<file path="config.mk">
export PLATFORM = sky130hd
export DESIGN_NAME = por_pulse_responder
export DESIGN_NICKNAME = d
export VERILOG_FILES = /design/src/rtl/por_mon_pkg.sv /design/src/rtl/io_sync.sv /design/src/rtl/por_pulse_responder.sv
export SDC_FILE = /design/constraint.sdc
export NUM_CORES = 1
export LEC_CHECK = 0
export CAP_MARGIN = 20
export CORE_MARGIN = 10
export CORE_UTILIZATION = 45
export CTS_CLUSTER_DIAMETER = 40
export DETAILED_ROUTE_END_ITERATION = 8
export PLACE_DENSITY = 0.68
export RECOVER_POWER = 100
export SETUP_SLACK_MARGIN = 0.4
export SLEW_MARGIN = 20
export SYNTH_ARGS = -nofsm -noshare
export SYNTH_HDL_FRONTEND = slang
export SYNTH_SLANG_ARGS = --single-unit
</file>
<file path="constraint.sdc">
create_clock -name clock -period 2.4 [get_ports clock]
set_input_delay 0.6 -clock clock [delete_from_list [all_inputs] [get_ports clock]]
set_output_delay 0.6 -clock clock [all_outputs]
set_load 0.02 [all_outputs]
</file>
<file path="src/rtl/por_mon_pkg.sv">
// Shared definitions for the POR pulse monitor: state encoding and default
// pulse-width thresholds.
package por_mon_pkg;

  // Encoding doubles as the 2-bit status readback value.
  typedef enum logic [1:0] {
    ST_IDLE  = 2'd0,
    ST_HIGH  = 2'd1,
    ST_DONE  = 2'd2,
    ST_ERROR = 2'd3
  } por_state_e;

  localparam int MIN_PULSE_DEF = 4;
  localparam int MAX_PULSE_DEF = 65535;

endpackage

</file>
<file path="src/rtl/io_sync.sv">
// Multi-flop synchroniser for an asynchronous pad input. Resets to 0.
module io_sync #(
  parameter int SYNC_STAGES = 2
) (
  input  logic clock,
  input  logic resetb,
  input  logic din,
  output logic dout
);

  logic [SYNC_STAGES-1:0] sync_q;

  // Shift the pad level through the chain; the last flop is the safe copy.
  always_ff @(posedge clock or negedge resetb) begin
    if (!resetb) sync_q <= '0;
    else         sync_q <= {sync_q[SYNC_STAGES-2:0], din};
  end

  assign dout = sync_q[SYNC_STAGES-1];

endmodule

</file>
<file path="src/rtl/por_pulse_responder.sv">
// Qualifies POR pulses seen on a pad by their synchronised width, keeps a
// sticky pass flag, a stuck-high flag and saturating pulse/glitch statistics.
module por_pulse_responder
  import por_mon_pkg::*;
#(
  parameter int SYNC_STAGES = 2,
  parameter int MIN_PULSE   = MIN_PULSE_DEF,
  parameter int MAX_PULSE   = MAX_PULSE_DEF,
  parameter int WIDTH_W     = 16,
  parameter int CNT_W       = 8
) (
  input  logic               clock,
  input  logic               resetb,
  input  logic               por_in,
  input  logic               enable,
  input  logic               clear,
  output logic               test_out,
  output logic               err,
  output logic [1:0]         status,
  output logic [WIDTH_W-1:0] last_width,
  output logic [CNT_W-1:0]   pulse_count,
  output logic [CNT_W-1:0]   glitch_count
);

  localparam logic [WIDTH_W-1:0] MIN_W = WIDTH_W'(MIN_PULSE);
  localparam logic [WIDTH_W-1:0] MAX_W = WIDTH_W'(MAX_PULSE);

  // Statistics counters stop at all-ones instead of wrapping.
  function automatic logic [CNT_W-1:0] cnt_sat_inc(input logic [CNT_W-1:0] v);
    return (&v) ? v : v + CNT_W'(1);
  endfunction

  // Width counter stops at the stuck-high threshold.
  function automatic logic [WIDTH_W-1:0] width_sat_inc(input logic [WIDTH_W-1:0] v);
    return (v >= MAX_W) ? MAX_W : v + WIDTH_W'(1);
  endfunction

  logic por_s, por_d, rise, fall;

  io_sync #(.SYNC_STAGES(SYNC_STAGES)) u_sync (
    .clock  (clock),
    .resetb (resetb),
    .din    (por_in),
    .dout   (por_s)
  );

  por_state_e         state_q, state_d;
  logic               ret_done_q, ret_done_d;
  logic [WIDTH_W-1:0] width_q, width_d;
  logic               test_out_q, test_out_d;
  logic               err_q, err_d;
  logic [WIDTH_W-1:0] last_width_q, last_width_d;
  logic [CNT_W-1:0]   pulse_q, pulse_d;
  logic [CNT_W-1:0]   glitch_q, glitch_d;

  // One-cycle delayed copy of the synchronised level for edge detection.
  always_ff @(posedge clock or negedge resetb) begin
    if (!resetb) por_d <= 1'b0;
    else         por_d <= por_s;
  end

  assign rise = por_s & ~por_d;
  assign fall = ~por_s & por_d;

  // State, flags and counters register.
  always_ff @(posedge clock or negedge resetb) begin
    if (!resetb) begin
      state_q      <= ST_IDLE;
      ret_done_q   <= 1'b0;
      width_q      <= '0;
      test_out_q   <= 1'b0;
      err_q        <= 1'b0;
      last_width_q <= '0;
      pulse_q      <= '0;
      glitch_q     <= '0;
    end else begin
      state_q      <= state_d;
      ret_done_q   <= ret_done_d;
      width_q      <= width_d;
      test_out_q   <= test_out_d;
      err_q        <= err_d;
      last_width_q <= last_width_d;
      pulse_q      <= pulse_d;
      glitch_q     <= glitch_d;
    end
  end

  // Next-state and update logic; clear overrides every pulse event.
  always_comb begin
    state_d      = state_q;
    ret_done_d   = ret_done_q;
    width_d      = width_q;
    test_out_d   = test_out_q;
    err_d        = err_q;
    last_width_d = last_width_q;
    pulse_d      = pulse_q;
    glitch_d     = glitch_q;
    if (clear) begin
      state_d      = ST_IDLE;
      ret_done_d   = 1'b0;
      width_d      = '0;
      test_out_d   = 1'b0;
      err_d        = 1'b0;
      last_width_d = '0;
      pulse_d      = '0;
      glitch_d     = '0;
    end else begin
      unique case (state_q)
        ST_IDLE, ST_DONE: begin
          if (rise && enable) begin
            state_d    = ST_HIGH;
            // Remember where a glitch should send us back to.
            ret_done_d = (state_q == ST_DONE);
            width_d    = WIDTH_W'(1);
          end
        end
        ST_HIGH: begin
          if (!enable) begin
            state_d = ST_IDLE;
          end else if (fall) begin
            if (width_q >= MIN_W) begin
              state_d      = ST_DONE;
              test_out_d   = 1'b1;
              last_width_d = width_q;
              pulse_d      = cnt_sat_inc(pulse_q);
            end else begin
              state_d  = ret_done_q ? ST_DONE : ST_IDLE;
              glitch_d = cnt_sat_inc(glitch_q);
            end
          end else if (por_s) begin
            if (width_q >= MAX_W) begin
              state_d = ST_ERROR;
              err_d   = 1'b1;
            end else begin
              width_d = width_sat_inc(width_q);
            end
          end
        end
        ST_ERROR: begin
          if (fall) state_d = ST_IDLE;
        end
        default: state_d = ST_IDLE;
      endcase
    end
  end

  assign test_out     = test_out_q;
  assign err          = err_q;
  assign status       = state_q;
  assign last_width   = last_width_q;
  assign pulse_count  = pulse_q;
  assign glitch_count = glitch_q;

endmodule

</file>
# After elaboration in Yosys (flattened, before gate mapping)

Cells that the tools add are included.

$add $sub $neg: 3
Magnitude comparators: 2
Equal/unequal tests: 15
Multiplexer cells: 48
Bitwise operators: 4
Reductions and logical operators: 21

Operator list:

| operator                                             | count |
|---|---|
| two-way mux 16 bit                                   | 11 |
| two-way mux 8 bit                                    | 12 |
| one-hot mux 16 bit (2 select lines)                  | 1 |
| two-way mux 2 bit                                    | 9 |
| adder 16 x 1 -> 16 bit, second input constant        | 1 |
| adder 8 x 1 -> 8 bit, second input constant          | 2 |
| >= comparator 16 bit, second input constant          | 1 |
| >= comparator 16 x 3 -> 1 bit, second input constant | 1 |
| AND reduction 8 bit                                  | 2 |
| nonzero test 2 bit                                   | 8 |
| != test 3 bit, second input constant                 | 5 |
| AND reduction 5 bit                                  | 3 |
| two-way mux 1 bit                                    | 14 |
| != test 2 bit, second input constant                 | 4 |
| AND reduction 4 bit                                  | 2 |
| one-hot mux 2 bit (3 select lines)                   | 1 |
| AND reduction 6 bit                                  | 1 |
| != test 5 x 4 -> 1 bit, second input constant        | 1 |
| != test 5 bit, second input constant                 | 1 |
| equality test 2 bit, second input constant           | 2 |
| != test 3 x 2 -> 1 bit, second input constant        | 1 |
| nonzero test 3 bit                                   | 1 |
| bitwise AND 1 bit                                    | 2 |
| equality test 2 x 1 -> 1 bit, second input constant  | 1 |
| 5 further kinds                                      | 6 |

Bits in registers: 56
Word-level logic and storage cells: 103

# Depth between registers and ports, before layout

Depth after elaboration: 7
Gate-level depth with buffers: 8
Gate-level depth less buffers: 6

# By module

From an unflattened synthesis, not the netlist that was laid out.

Cells, all modules: 329
Area total of the unflattened synthesis: 3185.6 um^2

Modules (own cells, without submodules):

| module              | instances | cells an instance | area each (um^2) |
|---|---|---|---|
| por_pulse_responder | 1         | 327               | 3135.5 |
| io_sync             | 1         | 2                 | 50.0 |

# Least setup slack after synthesis

Ideal clock, no wire load.

Path kind: input -> register
Start: input enable
End: register state_q[1] (netlist: status[1])
Library setup time: 0.125 ns
Arrival: 1.940 ns
Setup slack: 0.336 ns
Cell stages on the path: 6
Buffers on the path: 1
Path through: and4bb_2 or2_2 clkbuf_1 a21o_1 a41oi_1 mux2_2

Longest elaborated chain between the ends: 3

RTL lines:

| element                                                                    | RTL line                                               | source |
|---|---|---|
| start: declaration                                                         | por_pulse_responder.sv:15                              | `input logic enable,` |
| two-way mux 2 bit / logical AND 1 bit (equally long branches)              | por_pulse_responder.sv:118, por_pulse_responder.sv:110 |  |
| one-hot mux 2 bit (3 select lines) / != test 3 bit (equally long branches) | --                                                     |  |
| two-way mux 2 bit / AND reduction 4 bit (equally long branches)            | --                                                     |  |
| end signal: assignment                                                     | por_pulse_responder.sv:77                              | `state_q <= state_d;` |
| end: declaration                                                           | por_pulse_responder.sv:47                              | `por_state_e state_q, state_d;` |

Parallel ways exist; a longest one is shown, timed or not.
A chain may end at the register's enable or synchronous reset.

# Final worst setup path

Start: register width_q[4]
End: register width_q[0]

Longest elaborated chain between the ends: 3

RTL lines:

| element                              | RTL line                                              | source |
|---|---|---|
| start: declaration                   | por_pulse_responder.sv:49                             | `logic [WIDTH_W-1:0] width_q, width_d;` |
| start signal: assignment             | por_pulse_responder.sv:79                             | `width_q <= width_d;` |
| >= comparator 16 bit                 | por_pulse_responder.sv:35, por_pulse_responder.sv:131 |  |
| != test 3 bit (no source line)       | --                                                    |  |
| AND reduction 6 bit (no source line) | --                                                    |  |

No other way between the ends.

==> Implementation_results.wiki <==
{| class="wikitable"
! Metric !! Value
|-
| Standard-cell row count || 29
|-
| Via count || roughly 2,400
|-
| Top-Level Pins || 41
|-
| Overall die width || 99.8 um
|-
| Register area share after synthesis || 0.488
|-
| Maximum clock frequency || approximately 480 MHz
|-
| Post-DRT Antenna Nets || 0
|-
| Startpoint-to-endpoint class of the critical path || register to register
|-
| Via count of the first global-routing pass || 2,450
|-
| Worst setup path endpoint || width_q[0]
|-
| FF+latch count, synth || 56
|-
| Routability congestion estimate || approximately 0.85
|-
| Level count of the clock H-tree || 2
|-
| Maximum fanout encountered on the critical timing path || 7
|-
| Fillers || 580
|-
| Leakage dissipation || ~1.5 nW
|-
| Routed length per placed instance || 15.7 um
|-
| Status || completed
|-
| Cell count of the worst reg-to-reg path || 6
|-
| Synthesized instance count || 301
|-
| Destination of the worst register-to-register timing path || width_q[0]
|-
| Overall routed net length || between 6000 and 7000 um
|-
| Hold Path Class || register to register
|-
| Crit share post-route || 0.860
|-
| Worst Hold Margin || approximately 0.36 ns
|-
| Final net count || 371
|-
| Pin count of the biggest net entering global routing || 40
|-
| Count of distinct cell types in the synthesized netlist || 53
|-
| Detail-routed via count per cell || ~5.5
|-
| Endpoint required time on the critical path || between 2 and 3 ns
|-
| Clock tree sinks || 56
|-
| Hold violation total from the final report || 0
|-
| Remaining global-route overflow || 0
|-
| Crit Reg-Reg Startpoint || width_q[4]
|-
| Unrepaired setup endpoints after global routing || yes
|-
| Core region area || 6280 um^2
|-
| Most common library cell in the layout ignoring fill and taps || dfrtp_1
|-
| WP data arrival || around 2.3 ns
|-
| Port Buf Inserts || 40
|-
| Most frequent cells in the layout || dfrtp_1, nand2_1, nor2_1
|-
| Kind of end point of the critical path || register
|-
| Setup crit start kind || register
|-
| Clock edge transition at the registers on the reported setup and hold paths || about 0.10 ns
|-
| Number of flops mapped to enable cells by yosys || 0
|-
| Post-synthesis net count || 310
|-
| Fraction of final layout cells with drive strength greater than 1 || 0.132
|-
| Headroom to the max-slew limit || 0.304
|-
| First-pass GRT wire length || approximately 12,000 um
|-
| Synthesized area per cell || approximately 9.5 um^2
|-
| Die Area || 9970 um^2
|-
| Commonest register cell after synthesis || dfrtp_1
|-
| Inserted Clock Buffers || 5
|-
| Maximum count of clock buffers along a single path || 2
|-
| Remaining DRCs || 0
|-
| Root Driver || clkbuf_8
|-
| Detailed Place HPWL || approximately 5000 um
|-
| Worst Clk Skew || 0.00707 ns
|-
| Drt first pass iters || 4
|-
| GR Util All Layers || 0.143
|-
| P per Cell Area || approximately 480 nW/um^2
|-
| Final Slew Violations || 0
|-
| Clock tree from TritonCTS || yes
|-
| CP Launch Point || width_q[4]
|-
| Period minus WS final || 2.07 ns
|-
| Final Total Pwr || between 0.0015 and 0.002 W
|-
| Antenna diode count || 0
|-
| Die height || 99.8 um
|-
| Peak ir drop on the vdd network || approximately 0.00024 V
|-
| Starting density of the core || 0.457
|-
| Post-synth design cell area || about 2900 um^2
|-
| Number of hold buffers added after CTS || 0
|-
| Number of antenna violations at the first check in global routing || 0
|-
| Share of flip-flops with an asynchronous set or reset after synthesis || 1.00
|-
| R2R setup slack || 0.33 ns
|-
| Layout-stage area growth over the synthesis result || 22.9%
|-
| Maximum Capacitance Violations || 0
|-
| DRT iter0 DRCs || a little under 90
|-
| Measured slew at the worst slew-check pin || roughly 1.0 ns
|-
| Number of setup violations in the final report || 0
|-
| Warnings from Yosys || 0
|-
| Clock latency on the worst-skew pair || around 0.31 ns
|}
[worst max-delay path, cell delays in order, from the launching register on]
cell      delay, ns
dfrtp_1        0.51
nand4_1        0.18
or4_1          0.64
o21ai_2        0.20
buf_4          0.15
a221oi_1       0.07
a31o_2         0.22
[cell type report]
cell class	count	area, um^2	area share
Sequential cell	56	1400	0.398
Clock inverter	3	23.8	0.00674
Inverter	4	15.0	0.00426
Clock buffer	5	68.8	0.0195
Multi-Input combinational cell	227	1380	0.392
Timing Repair Buffer	68	537	0.152
Tap cell	77	96.3	0.0273
[synth_stat cells (all sizes together), types with 5 or more instances]
master | instances | area (um^2)
a21oi | 21 | 105
clkbuf | 11 | 41.3
nor4b | 5 | 43.8
nand2 | 47 | 176
dfrtp | 56 | 1400
nand3 | 13 | 65.1
xor2 | 6 | 52.6
nand4 | 9 | 62.6
xnor2 | 18 | 158
nor4 | 10 | 98.8
nor2 | 42 | 158
[flip-flops by register name, summed over array words and instances (netlist names)]
signal,flops
err,1
glitch_count,8
status,2
width_q,16
por_d,1
u_sync.sync_q,2
last_width,16
test_out,1
pulse_count,8
ret_done_q,1
[per-layer routing]
layer	routed length, um	up-vias	global-route usage
met5	0	-	0
met4	50	0	0.0529
met3	472	4	0.0405
met2	3330	60	0.224
met1	3070	1183	0.184
li1	-	1182	-
[logic make-up after synthesis]
logic type / after synthesis / synth area share
xor+xnor: 24 / 0.0733
buf+inv: 18 / 0.0266
flops: 56 / 0.488
simple gates: 150 / 0.274
fa+ha+maj: 4 / 0.0174
mux: 5 / 0.0188
compound gates: 44 / 0.102
[worst min-delay path by stage]
stage                          start               end  slack (ns)  cells past startpoint
global route        u_sync.sync_q[0]  u_sync.sync_q[1]        0.38                      0
detailed placement  u_sync.sync_q[0]  u_sync.sync_q[1]        0.34                      0
global placement    u_sync.sync_q[0]  u_sync.sync_q[1]        0.33                      0
finish              u_sync.sync_q[0]  u_sync.sync_q[1]        0.36                      0
floorplan                     resetb               err        0.30                      0
CTS                           resetb     last_width[6]        0.22                      1
[where the power goes]
group	leakage (nW)	internal, W	switching (W)	total (W)
Sequential	0.768	0.000955	0.0000168	0.000972
Clock	0.0404	0.000208	0.000330	0.000538
Combinational	0.677	0.0000718	0.000101	0.000173
Total	1.49	0.00123	0.000448	0.00168
[stage by stage]
step	utilization	TNS [ns]	setup slack [ns]	cells	instance area, um^2
after global routing	0.561	0	0.240	440	3520
final	0.561	0	0.335	440	3520
after floorplan	-	0	0.392	301	2880
after CTS	0.576	0	0.317	440	3620
after global placement	0.561	-0.00860	-0.00860	430	3520
after detailed placement	0.561	-0.0318	-0.0318	430	3520
[repair_timing]
action	CTS	global route
endpoints found under the setup margin	19	27
buffers inserted	2	0
pin swaps	2	0
gates resized for setup	11	15
(Power assumes the default switching activity.)
